File: config.mk
export PLATFORM = sky130hd
export DESIGN_NAME = mult_issue_queue
export DESIGN_NICKNAME = d
export VERILOG_FILES = /design/src/rtl/mult_issue_queue.sv
export SDC_FILE = /design/constraint.sdc
export NUM_CORES = 1
export LEC_CHECK = 0
export BUFFER_PORTS_ARGS = -buffer_cell sky130_fd_sc_hd__clkbuf_2
export CAP_MARGIN = 25
export CORE_ASPECT_RATIO = 0.5
export CORE_MARGIN = 2
export CORE_UTILIZATION = 62
export DETAILED_ROUTE_END_ITERATION = 10
export MAX_ROUTING_LAYER = met4
export PLACE_DENSITY = 0.86
export SYNTH_ARGS = -nofsm -noshare
export SYNTH_HDL_FRONTEND = slang
export SYNTH_SLANG_ARGS = --single-unit
export TNS_END_PERCENT = 100
File: constraint.sdc
create_clock -name Clk -period 3.5 [get_ports Clk]
set_input_delay 0.525 -clock Clk [delete_from_list [all_inputs] [get_ports Clk]]
set_output_delay 0.525 -clock Clk [all_outputs]
set_load 0.03 [all_outputs]
File: src/rtl/mult_issue_queue.sv
// Operand issue queue for the 16x16 shift-add multiplier: buffers operand pairs in a
// FIFO and hands them to the multiplier one at a time with a St/Idle/Done handshake.
module mult_issue_queue #(
    parameter int unsigned W     = 16,
    parameter int unsigned DEPTH = 4
) (
    input  logic                         Clk,
    input  logic                         Rst_n,
    input  logic                         In_valid,
    output logic                         In_ready,
    input  logic [W-1:0]                 In_a,
    input  logic [W-1:0]                 In_b,
    output logic [W-1:0]                 Mul_A,
    output logic [W-1:0]                 Mul_B,
    output logic                         Mul_St,
    input  logic                         Mul_Idle,
    input  logic                         Mul_Done,
    output logic [$clog2(DEPTH+1)-1:0]   Count,
    output logic                         Busy
);

    localparam int unsigned CW = $clog2(DEPTH + 1);
    localparam int unsigned PW = $clog2(DEPTH);

    typedef struct packed {
        logic [W-1:0] a;
        logic [W-1:0] b;
    } pair_t;

    typedef enum logic [1:0] {
        S_IDLE,
        S_START,
        S_RUN
    } state_t;

    state_t        state;
    state_t        state_nxt;
    pair_t         mem [DEPTH];
    logic [PW-1:0] wr_ptr;
    logic [PW-1:0] rd_ptr;
    logic [CW-1:0] count_nxt;
    logic          push;
    logic          pop;

    // Issue only when the multiplier is idle, so a new St never overlaps an orphan or Done op.
    assign push = In_valid & In_ready;
    assign pop  = (state == S_IDLE) && (Count != '0) && Mul_Idle;

    // Next-state and occupancy.
    always_comb begin
        state_nxt = state;
        count_nxt = Count;
        unique case (state)
            S_IDLE:  if (pop)       state_nxt = S_START;
            S_START: if (!Mul_Idle) state_nxt = S_RUN;
            S_RUN:   if (Mul_Done)  state_nxt = S_IDLE;
            default:                state_nxt = S_IDLE;
        endcase
        if (push && !pop) begin
            count_nxt = Count + CW'(1);
        end else if (!push && pop) begin
            count_nxt = Count - CW'(1);
        end
    end

    // Storage array carries no reset; occupancy is tracked by the pointers and Count.
    always_ff @(posedge Clk) begin
        if (push) begin
            mem[wr_ptr] <= '{a: In_a, b: In_b};
        end
    end

    always_ff @(posedge Clk or negedge Rst_n) begin
        if (!Rst_n) begin
            state    <= S_IDLE;
            wr_ptr   <= '0;
            rd_ptr   <= '0;
            Count    <= '0;
            In_ready <= 1'b0;
            Mul_A    <= '0;
            Mul_B    <= '0;
            Mul_St   <= 1'b0;
            Busy     <= 1'b0;
        end else begin
            state    <= state_nxt;
            Count    <= count_nxt;
            In_ready <= (count_nxt != CW'(DEPTH));
            Mul_St   <= (state_nxt == S_START);
            Busy     <= (state_nxt != S_IDLE);
            if (push) begin
                wr_ptr <= wr_ptr + PW'(1);
            end
            // Operands held until the next pop: the multiplier re-reads them every add cycle.
            if (pop) begin
                rd_ptr <= rd_ptr + PW'(1);
                Mul_A  <= mem[rd_ptr].a;
                Mul_B  <= mem[rd_ptr].b;
            end
        end
    end

endmodule

==> results.txt <==
outcome - finished clean
final core occ - 74.6%
Yosys cell types - 36
clock share of power - 27.4%
most frequent cells after synthesis - 128 x edfxtp_1, 44 x dfrtp_1, 31 x mux2_2, 30 x mux4_2, 7 x ha_1
Clock Path Buffers - 2
syn nets - 348
P per Cell Area - 931 nW/um2
GRT Overall Usage - 24.6%
post-CTS setup buffers - 0
Die ar. - 11500 um2
Period minus WS final - 2.24 ns
first-pass iteration count of the detailed router - 4
Critical Path AT - 2.55 ns
Hold Crit Class - in2reg
final hold violation count - 0
CTS Buf Count - 17
die width - 150 um
dpl cell area - 7030 um2
Detailed Route Iter0 Violations - 259
die height - 76.8 um
sw power - 2.29 mW
fin area - 7650 um2
via count - 3176
Area Overhead vs Synth - 16.4%
FF+latch count, synth - 172
max-capacitance violation count - 0
clock-pin slew on the worst setup and hold paths - 0.06 ns
CP Data Required Time - 3.81 ns
Slew Viols, Final - 0
Fin Setup TNS - 0 ns
crit share post-route - 64.0%
H-tree levels - 4
core region area - 10200 um2
critical path class - reg2reg
EDFF count, synth - 128
cell internal pwr - 4.83 mW
post-DR wirelength/cell - 22.8 um
Synth async-reset ratio - 25.6%
wirelength, routed - 12400 um
initial antenna violation count - 0
synthesized instance count - 304
starting density of the core - 64.1%
GP Congestion - 0.789
DP HPWL - 7030 um
Slew Limit Headroom - 41.2%
TritonCTS clock tree - built
Ys Warns - 0
Cell Area, Synth - 6570 um2
root buf cell - clkbuf_16
Achievable Freq - 447 MHz
Comb power frac - 29.0%
# setup viols final - 0
ys flop type - edfxtp_1
switching share of power - 32.2%
Leak - 2.83 nW
Final #Nets - 432
Reg power frac - 43.6%
hold_buf cts - 1
worst vdd ir - 0.000461 V
input/output buffers - 74
I/O pin cnt - 75
top cell type's share of synthesized area - 58.5%
vias in the first global route - 3457
largest net degree at the start of global routing - 38
Antenna Violating Nets Remaining - 0
post_cts resized - 0
post-DR vias/cell - 5.87
Remaining Overflow, GRT - 0
power consumption - 7.12 mW
clock sinks - 172
worst clock skew - 0.00790 ns
Synth area leaders - edfxtp_1 59%, dfrtp_1 17%, mux4_2 10%
share of layout cells above drive strength 1 - 44.1%
Clk Latency, worst-skew pair - 0.43 ns
RSZ-0062 raised after global routing - false
top-count cell post-synth - edfxtp_1
sequential share of the synthesized area - 75.3%
Critical Path Fanout Max - 26
largest area contributor in the netlist - edfxtp_1
Ant. Diodes - 0
FP Rows - 26
CP Capture Type - flip-flop
Post-Syn Area per Cell - 21.6 um2
Worst-Margin Slew - 0.882 ns
first-pass GRT wire length - 19600 um
Residual DRC - 0
startpoint types - flip-flop
through the flow:
| stage | cells | worst slack (ns) | hold slack (ns) |
|---|---|---|---|
| after global routing | 541 | 1.11 | 0.308 |
| after CTS | 541 | 1.22 | 0.303 |
| final | 541 | 1.26 | 0.317 |
| after global placement | 507 | 1.31 | 0.492 |
| after floorplan | 304 | 1.59 | 0.229 |
| after detailed placement | 508 | 1.24 | 0.421 |
power by group through the flow:
stage	clock (mW)	combinational [mW]	sequential, mW
detailed placement	0	2.04	3.13
global route	2.06	2.20	3.16
CTS	1.96	2.09	3.11
floorplan	0	1.24	3.40
finish	1.95	2.07	3.10
global placement	0	1.94	3.08
layer usage:
metal / track usage [%] / vias up / wire, um
met5: - / - / 0
met4: 9.14 / 0 / 237
met3: 6.19 / 21 / 649
met1: 31.7 / 1646 / 5180
met2: 38.7 / 124 / 6290
li1: - / 1385 / -
final timing paths:
path                            startpoint          to  slack, ns  cells after the start
worst max-delay path             rd_ptr[0]   Mul_A[11]       1.26                      3
worst min-delay path               In_a[1]  mem[2][17]       0.32                      1
worst max register to register   rd_ptr[0]   Mul_A[11]       1.26                      3
worst min register to register   Mul_B[11]   Mul_B[11]       0.51                      1
max in group asynchronous            Rst_n   rd_ptr[0]       2.45                      3
min in group asynchronous            Rst_n   Mul_A[14]       0.53                      2
area by class of cell:
type / instances / area, um2
Inverter: 5 / 18.8
Timing Repair Buffer: 78 / 415
Clock buffer: 20 / 437
Sequential cell: 172 / 4950
Clock inverter: 12 / 173
Fill cell: 544 / 2600
Tap cell: 140 / 175
Multi-Input combinational cell: 114 / 1480
state kept, by name, indices dropped and copies added (netlist names):
| signal | cells |
|---|---|
| Mul_A | 16 |
| rd_ptr | 2 |
| Mul_St | 1 |
| Mul_B | 16 |
| Busy | 1 |
| Count | 3 |
| In_ready | 1 |
| mem | 128 |
| wr_ptr | 2 |
| state | 2 |
cells by family after synthesis:
group	after synthesis	synth area share [%]
compound gates	10	1.18
xor+xnor	5	0.667
fa+ha+maj	7	1.33
buf+inv	18	2.23
flops	172	75.3
mux	64	16.6
simple gates	28	2.67
layout by cell type (no fill, tap or decap), types with 3 or more instances in the layout:
| cell type | netlist | layout |
|---|---|---|
| and3_2 | 0 | 4 |
| bufinv_16 | 0 | 4 |
| clkbuf_1 | 4 | 3 |
| clkbuf_16 | 0 | 17 |
| clkbuf_2 | 0 | 74 |
| clkinvlp_4 | 0 | 4 |
| dfrtp_1 | 44 | 43 |
| edfxtp_1 | 128 | 128 |
| ha_1 | 7 | 7 |
| inv_1 | 5 | 5 |
| mux2_2 | 31 | 31 |
| mux4_2 | 30 | 30 |
| nand2_1 | 6 | 6 |
| nor2_1 | 4 | 4 |
| xnor2_1 | 4 | 4 |
critical path: stages (launching register included):
cell,delay [ns]
dfrtp_2,0.94
buf_4,0.36
mux4_2,0.54
mux2_2,0.28
(Power assumes the default switching activity.)
